**src/rtl/hazard_sched_if.sv**
```systemverilog
`default_nettype none
// ============================================================================
//  Module      : hazard_sched_if
//  Description : Decode/execute side-band bundle between the core pipeline
//                (master) and the hazard scheduler (slave).
//  Revision    : 1.0 - initial release
// ============================================================================
interface hazard_sched_if;
    logic [4:0] D_RS1;
    logic [4:0] D_RS2;
    logic [4:0] D_RD;
    logic       D_USE_RS1;
    logic       D_USE_RS2;
    logic       D_REGWRT;
    logic       D_MEMRD;
    logic       D_JUMP;
    logic       E_BRNEN;
    logic       STALL;
    logic       BUBBLE;
    logic       FLUSH;
    logic [1:0] FWD1_SEL;
    logic [1:0] FWD2_SEL;

    modport master (
        output D_RS1, D_RS2, D_RD, D_USE_RS1, D_USE_RS2,
               D_REGWRT, D_MEMRD, D_JUMP, E_BRNEN,
        input  STALL, BUBBLE, FLUSH, FWD1_SEL, FWD2_SEL
    );

    modport slave (
        input  D_RS1, D_RS2, D_RD, D_USE_RS1, D_USE_RS2,
               D_REGWRT, D_MEMRD, D_JUMP, E_BRNEN,
        output STALL, BUBBLE, FLUSH, FWD1_SEL, FWD2_SEL
    );
endinterface
`default_nettype wire

```
**src/rtl/hazard_sched.sv**
```systemverilog
`default_nettype none
// ============================================================================
//  Module      : hazard_sched
//  Description : RV32I hazard scheduler - E/M/W writer scoreboard, stall,
//                bubble and flush sequencing. Optional macro HAZARD_FWD_EN
//                enables operand forwarding selects.
//  Revision    : 1.0 - initial release
// ============================================================================
module hazard_sched #(
    parameter int JWAIT_CYCLES = 4
) (
    input  wire logic     CLK,
    input  wire logic     RESET,
    hazard_sched_if.slave hz
);

    localparam int CNT_W = (JWAIT_CYCLES > 1) ? $clog2(JWAIT_CYCLES) : 1;
    localparam logic [CNT_W-1:0] CNT_INIT = CNT_W'(JWAIT_CYCLES - 1);

    typedef struct packed {
        logic       valid;
        logic [4:0] rd;
        logic       load;
    } slot_t;

    typedef enum logic [0:0] {
        ST_RUN   = 1'b0,
        ST_JWAIT = 1'b1
    } state_e;

    slot_t            se_q, se_d, sm_q, sw_q;
    state_e           state_q, state_d;
    logic [CNT_W-1:0] cnt_q, cnt_d;

    logic       w_m1_e, w_m1_m, w_m1_w;
    logic       w_m2_e, w_m2_m, w_m2_w;
    logic       w_haz;
    logic [1:0] w_fwd1, w_fwd2;
    logic       w_stall, w_bubble, w_flush, w_issue;

    function automatic logic f_match(input logic use_x, input logic [4:0] rs,
                                     input slot_t s);
        return use_x && s.valid && (s.rd == rs) && (rs != 5'd0);
    endfunction

    assign w_m1_e = f_match(hz.D_USE_RS1, hz.D_RS1, se_q);
    assign w_m1_m = f_match(hz.D_USE_RS1, hz.D_RS1, sm_q);
    assign w_m1_w = f_match(hz.D_USE_RS1, hz.D_RS1, sw_q);
    assign w_m2_e = f_match(hz.D_USE_RS2, hz.D_RS2, se_q);
    assign w_m2_m = f_match(hz.D_USE_RS2, hz.D_RS2, sm_q);
    assign w_m2_w = f_match(hz.D_USE_RS2, hz.D_RS2, sw_q);

`ifdef HAZARD_FWD_EN
    // Youngest slot wins; only a load still in E cannot be forwarded yet.
    always_comb begin
        w_haz  = 1'b0;
        w_fwd1 = 2'd0;
        w_fwd2 = 2'd0;
        if (w_m1_e) begin
            if (se_q.load) w_haz  = 1'b1;
            else           w_fwd1 = 2'd1;
        end else if (w_m1_m) begin
            w_fwd1 = 2'd2;
        end
        if (w_m2_e) begin
            if (se_q.load) w_haz  = 1'b1;
            else           w_fwd2 = 2'd1;
        end else if (w_m2_m) begin
            w_fwd2 = 2'd2;
        end
    end
`else
    assign w_haz  = w_m1_e | w_m1_m | w_m1_w | w_m2_e | w_m2_m | w_m2_w;
    assign w_fwd1 = 2'd0;
    assign w_fwd2 = 2'd0;
`endif

    // Load flags of older slots and W matches are not consumed in every build.
    logic w_unused;
    assign w_unused = ^{se_q.load, sm_q.load, sw_q.load, w_m1_w, w_m2_w};

    always_comb begin
        state_d  = state_q;
        cnt_d    = cnt_q;
        w_stall  = 1'b0;
        w_bubble = 1'b0;
        w_flush  = 1'b0;
        w_issue  = 1'b0;

        // Jump countdown runs independently of a concurrent taken branch.
        if (state_q == ST_JWAIT) begin
            if (cnt_q == '0) state_d = ST_RUN;
            else             cnt_d   = cnt_q - CNT_W'(1);
        end

        if (hz.E_BRNEN) begin
            w_flush  = 1'b1;
            w_bubble = 1'b1;
        end else if (state_q == ST_JWAIT) begin
            w_flush  = 1'b1;
            w_bubble = 1'b1;
        end else if (w_haz) begin
            w_stall  = 1'b1;
            w_bubble = 1'b1;
        end else begin
            w_issue = 1'b1;
            if (hz.D_JUMP) begin
                state_d = ST_JWAIT;
                cnt_d   = CNT_INIT;
            end
        end

        se_d = '0;
        if (w_issue && hz.D_REGWRT && (hz.D_RD != 5'd0)) begin
            se_d.valid = 1'b1;
            se_d.rd    = hz.D_RD;
            se_d.load  = hz.D_MEMRD;
        end
    end

    always_ff @(posedge CLK) begin
        if (RESET) begin
            se_q    <= '0;
            sm_q    <= '0;
            sw_q    <= '0;
            state_q <= ST_RUN;
            cnt_q   <= '0;
        end else begin
            se_q    <= se_d;
            sm_q    <= se_q;
            sw_q    <= sm_q;
            state_q <= state_d;
            cnt_q   <= cnt_d;
        end
    end

    assign hz.STALL    = w_stall;
    assign hz.BUBBLE   = w_bubble;
    assign hz.FLUSH    = w_flush;
    assign hz.FWD1_SEL = w_fwd1;
    assign hz.FWD2_SEL = w_fwd2;

endmodule
`default_nettype wire

```
**src/flat_wrapper.sv**
```systemverilog
// flat-port wrapper written by rule: the top's interface ports become plain ports
module hazard_sched_flat 
#(
    parameter int JWAIT_CYCLES = 4
)
  (CLK, RESET, hz_D_RS1, hz_D_RS2, hz_D_RD, hz_D_USE_RS1, hz_D_USE_RS2, hz_D_REGWRT, hz_D_MEMRD, hz_D_JUMP, hz_E_BRNEN, hz_STALL, hz_BUBBLE, hz_FLUSH, hz_FWD1_SEL, hz_FWD2_SEL);
  hazard_sched_if hz_i ();
  input  wire logic CLK;
  input  wire logic RESET;
  input wire logic [$bits(hz_i.D_RS1)-1:0] hz_D_RS1;
  input wire logic [$bits(hz_i.D_RS2)-1:0] hz_D_RS2;
  input wire logic [$bits(hz_i.D_RD)-1:0] hz_D_RD;
  input wire logic [$bits(hz_i.D_USE_RS1)-1:0] hz_D_USE_RS1;
  input wire logic [$bits(hz_i.D_USE_RS2)-1:0] hz_D_USE_RS2;
  input wire logic [$bits(hz_i.D_REGWRT)-1:0] hz_D_REGWRT;
  input wire logic [$bits(hz_i.D_MEMRD)-1:0] hz_D_MEMRD;
  input wire logic [$bits(hz_i.D_JUMP)-1:0] hz_D_JUMP;
  input wire logic [$bits(hz_i.E_BRNEN)-1:0] hz_E_BRNEN;
  output wire logic [$bits(hz_i.STALL)-1:0] hz_STALL;
  output wire logic [$bits(hz_i.BUBBLE)-1:0] hz_BUBBLE;
  output wire logic [$bits(hz_i.FLUSH)-1:0] hz_FLUSH;
  output wire logic [$bits(hz_i.FWD1_SEL)-1:0] hz_FWD1_SEL;
  output wire logic [$bits(hz_i.FWD2_SEL)-1:0] hz_FWD2_SEL;
  assign hz_i.D_RS1 = hz_D_RS1;
  assign hz_i.D_RS2 = hz_D_RS2;
  assign hz_i.D_RD = hz_D_RD;
  assign hz_i.D_USE_RS1 = hz_D_USE_RS1;
  assign hz_i.D_USE_RS2 = hz_D_USE_RS2;
  assign hz_i.D_REGWRT = hz_D_REGWRT;
  assign hz_i.D_MEMRD = hz_D_MEMRD;
  assign hz_i.D_JUMP = hz_D_JUMP;
  assign hz_i.E_BRNEN = hz_E_BRNEN;
  assign hz_STALL = hz_i.STALL;
  assign hz_BUBBLE = hz_i.BUBBLE;
  assign hz_FLUSH = hz_i.FLUSH;
  assign hz_FWD1_SEL = hz_i.FWD1_SEL;
  assign hz_FWD2_SEL = hz_i.FWD2_SEL;
  hazard_sched #(.JWAIT_CYCLES(JWAIT_CYCLES)) u_core (.CLK(CLK), .RESET(RESET), .hz(hz_i));
endmodule
```
**config.mk**
```make
export PLATFORM = sky130hd
export DESIGN_NAME = hazard_sched_flat
export DESIGN_NICKNAME = d
export VERILOG_FILES = /design/src/rtl/hazard_sched_if.sv /design/src/rtl/hazard_sched.sv /design/src/flat_wrapper.sv
export SDC_FILE = /design/constraint.sdc
export NUM_CORES = 1
export LEC_CHECK = 0
export CAP_MARGIN = 10
export CELL_PAD_IN_SITES_DETAIL_PLACEMENT = 1
export CELL_PAD_IN_SITES_GLOBAL_PLACEMENT = 2
export CORE_MARGIN = 2
export CORE_UTILIZATION = 30
export DETAILED_ROUTE_END_ITERATION = 10
export GPL_TIMING_DRIVEN = 1
export PLACE_DENSITY = 0.94
export SLEW_MARGIN = 20
export SYNTH_ARGS = -nofsm -noshare
export SYNTH_HDL_FRONTEND = slang
export SYNTH_SLANG_ARGS = --single-unit
```
**constraint.sdc**
```tcl
create_clock -name CLK -period 5.53 [get_ports CLK]
set_clock_uncertainty 0.1 [all_clocks]
set_input_delay 1.106 -clock CLK [delete_from_list [all_inputs] [get_ports CLK]]
set_output_delay 1.106 -clock CLK [all_outputs]
set_load 0.005 [all_outputs]
```
Yosys cells after proc, flatten, opt, wreduce, memory -nomap -nowiden
Index checks and enable logic that the tools add are counted.

storage, ports and cells
  bits in latches = 0
  register bits = 21
  memories = 0
  memory bits (writable) = 0
  input bits = 23
  output and inout bits = 7
  logic and storage cells = 69
  bits in read-only memories = 0

operators by class
  reduce and logical (&&, ||, !) cells = 25
  shift operators = 0
  order comparisons = 0
  div/mod/pow operators = 0
  multipliers = 0
  bitwise gates (word level) = 6
  add/subtract/negate cells = 1
  muxes and demuxes = 23
  eq/ne operators = 6

operators by type and width
  kind                 number
  $eq 5x5->1           6
  $logic_and 1x1->1    20
  $mux 1               16
  $reduce_bool 5->1    3
  $mux 2               6
  $mux 7               1
  $or 1x1->1           5
  $logic_not 2->1      1
  $reduce_or 2->1      1
  $sub 2x1->2 const B  1
  $not 1->1            1

Logic depth before layout (Yosys ltp)
  word-level depth = 15
  depth in mapped cells = 6
  gate-level depth less buffers = 6

Least setup slack after synthesis
No wires, ideal clock.

  path kind = input to output
  from = in hz_D_RS1[3]
  to = out hz_STALL
  setup slack = 2.150 ns
  data required time = 4.324 ns
  data arrival time = 2.174 ns
  cell stages on the path = 6
  buffers on the path = 0
  cell sequence = xor2_1 -> nor4_1 -> nand3_1 -> and3_2 -> o22ai_1 -> and2_1

between the ends
  longest elaborated chain between the ends = 11
  elaborated cells between the ends (all ways) = 18
  classes of those cells = 3 x eq/ne; 3 x mux; 5 x bitwise; 7 x reduce/logical

RTL lines
  element                          RTL line             text
  start, declared                  flat_wrapper.sv:10   input wire logic [$bits(hz_i.D_RS1)-1:0] hz_D_RS1;
  $eq 5x5->1                       hazard_sched.sv:43   return use_x && s.valid && (s.rd == rs) && (rs != 5'd0);
  $logic_and 1x1->1 (2 in series)  hazard_sched.sv:43
  $or 1x1->1                       hazard_sched.sv:73   assign w_haz = w_m1_e | w_m1_m | w_m1_w | w_m2_e | w_m2_m | w_m2_w;
  $or 1x1->1 (*) (4 in series)     hazard_sched.sv:73
  $mux 1 (*)                       hazard_sched.sv:102  end else if (w_haz) begin
  $mux 1 (*)                       hazard_sched.sv:99   end else if (state_q == ST_JWAIT) begin
  $mux 1 (*)                       hazard_sched.sv:96   if (hz.E_BRNEN) begin
  end, declared                    flat_wrapper.sv:19   output wire logic [$bits(hz_i.STALL)-1:0] hz_STALL;

Mark *: on every way between the ends. The rest lies on a longest branch, timed or not.

Final worst setup path
  from = in hz_D_RS1[4]
  to = out hz_STALL

The elaborated chain is that of the path after synthesis.

==> reports/qor.csv <==
metric;value;unit
Die H;65.06;µm
drt initial violations;19;
DP Wirelength;2188;µm
Synth Area in XOR/XNOR;23.49;%
Design Area, Final;1430;µm²
Port Buffers;24;
via count;885;
Longest Clk Path Bufs;2;
placed cell count;185;
Clock Latency Late Sink;0.27;ns
GP Congestion;0.7937;
fin. max-slew vios;0;
Final nets;165;
overall global routing resource usage;13.42;%
leakage;0.5521;nW
Reg clk slew, reported paths;0.08;ns
Remaining Overflow, GRT;0;
Clk Tree Root Cell;clkbuf_8;
f_max;0.2069;GHz
Post-CTS Setup Bufs;0;
Hold Path Class;reg2reg;
Resize count post-CTS;0;
Final Non-Filler Cells;189;
synthesized-area fraction occupied by adder cells;0;%
CP endpoint kind;output port;
Worst-Margin Slew;0.8003;ns
Synth cell types;26;
Async SR Flop Fraction;0;%
dpl cell area;1385;µm²
largest family of logic cells by synthesized area;simple AND/OR/NAND/NOR gates;
final-report setup violation count;0;
most frequent cells in the layout;xor2_1 (24), clkdlybuf4s50_1 (24), dfxtp_1 (21), nor2b_1 (12);
antenna cells;0;
post-synthesis simple-gate area fraction;25.06;%
CTS tree;yes;
initial antenna violation count;0;
crit path kind;in2out;
relative slew slack;46.48;%
multiplexer area fraction after synthesis;0;%
Via density;4.683;
share of cells above drive strength 1;8.511;%
outcome;finished clean;
register bit total from synthesis;21;
Antenna Nets Post-Route;0;
Peak supply drop;69.68;µV
row count;22;
largest net degree at the start of global routing;23;
sequential area share after synthesis;37.58;%
Post-synth EDFFs;0;
hold_buf cts;0;
RSZ-0062 raised after global routing;false;
fin crit share;87.42;%
Worst Path Arrival;3.63;ns
Synth Flop Type;dfxtp_1;
Syn. warnings;0;
core footprint;3633;µm²
Mapped Area;1119;µm²
Worst Hold Slack;0.3923;ns
syn_area_per_cell;9.643;µm²
Die W;65.06;µm
average wire per standard cell;14.20;µm
first-pass GRT wire length;4215;µm
Critical Path Source Type;input pin;
I/O pins;30;
clk sink count;21;
Max Fanout on Critical Path;4;
cells after synthesis;116;
Initial Utilization;30.79;%
Pwr Density;220.7;nW/µm²
area of the die;4233;µm²
H-tree depth;1;
post-synthesis compound-gate area fraction;8.837;%
Initial DRT Pass Iterations;3;
Max Cap Viol;0;
Core Util, Final;39.36;%
Inserted Clock Buffers;3;
number of global-route vias before repair;944;
final hold violation count;0;
Area Overhead vs Synth;27.85;%
drt total wl;2683;µm
Tmin final;4.834;ns
drt drc;0;
Worst Path Required;4.32;ns
setup TNS;0;ns
## per-stage QoR
stage | setup WS (ns) | power (mW)
after floorplan | 2.150 | 0.1889
after detailed placement | 0.7055 | 0.2165
after CTS | 0.6946 | 0.3180
after global placement | 0.8487 | 0.2135
final | 0.6959 | 0.3156
after global routing | 0.5539 | 0.3282
## worst paths after layout
| check | from | to | slack, ns | cells after the start |
|---|---|---|---|---|
| max | hz_D_RS1[4] | hz_STALL | 0.70 | 8 |
| min | u_core.sm_q[6]$_SDFF_PP0_ | u_core.sw_q[6]$_SDFF_PP0_ | 0.39 | 1 |
| min reg2reg | u_core.sm_q[6]$_SDFF_PP0_ | u_core.sw_q[6]$_SDFF_PP0_ | 0.39 | 1 |
| max reg2reg | u_core.se_q[4]$_SDFF_PP0_ | u_core.cnt_q[0]$_SDFF_PP0_ | 3.51 | 6 |
## state kept, by name (all words and copies together), names as in the netlist
name and count:
u_core.se_q 6, u_core.sm_q 6, u_core.sw_q 6, u_core.cnt_q 2, u_core.state_q 1
## synthesized netlist by cell type, drive strengths merged, types with 2 or more instances
cell type  instances  area, µm²
xor2              24      210.2
dfxtp             21      420.4
nor2b             12      75.07
nand2              6      22.52
nand3              6      30.03
nor4               6      37.54
xnor2              6      52.55
buf                5      41.29
nor3               5      25.02
o21ai              4      42.54
o22ai              4      25.02
nor2               3      11.26
or4                3      31.28
and3               2      18.77
inv                2      7.510
## final cells by class
type                    instances  area [µm²]
repair buffers                 24       240.2
flip-flops and latches         21       420.4
fillers                       434        2203
well taps                      48       60.06
inverters                       2       7.507
clock buffers                   4       45.04
multi-input cells              90       656.9
## critical path, stage by stage
cell and delay (ns):
clkdlybuf4s50_1 0.55, xor2_1 0.21, nor4_1 0.38, nand3_1 0.16, and3_2 0.27, o22ai_1 0.28, and2_1 0.18, clkdlybuf4s50_1 0.49
## kinds of logic (layout without fill, tap and decap cells)
kind of cell,count (synthesis),count (layout)
buffers and inverters,8,30
AOI/OAI and AO/OA,10,10
xor gates and xnor gates,30,30
DFF,21,21
and+or+nand+nor,46,46
other,1,4
## report_power, final
group	internal (mW)	switching, mW	total [mW]
combinational	0.0281	0.0246	0.0526
clock	0.0515	0.0517	0.103
sequential	0.156	0.00422	0.160
## per-layer routing
layer  vias up  wire [µm]  share of wire, %  track usage (%)
met1       418       1176                44            15.30
met4         0         51               1.9            6.250
met2        23       1350                50            24.36
met5         -          0                 0                0
li1        439          -                 -                -
met3         5        104               3.9            2.083
(Power assumes the default switching activity.)
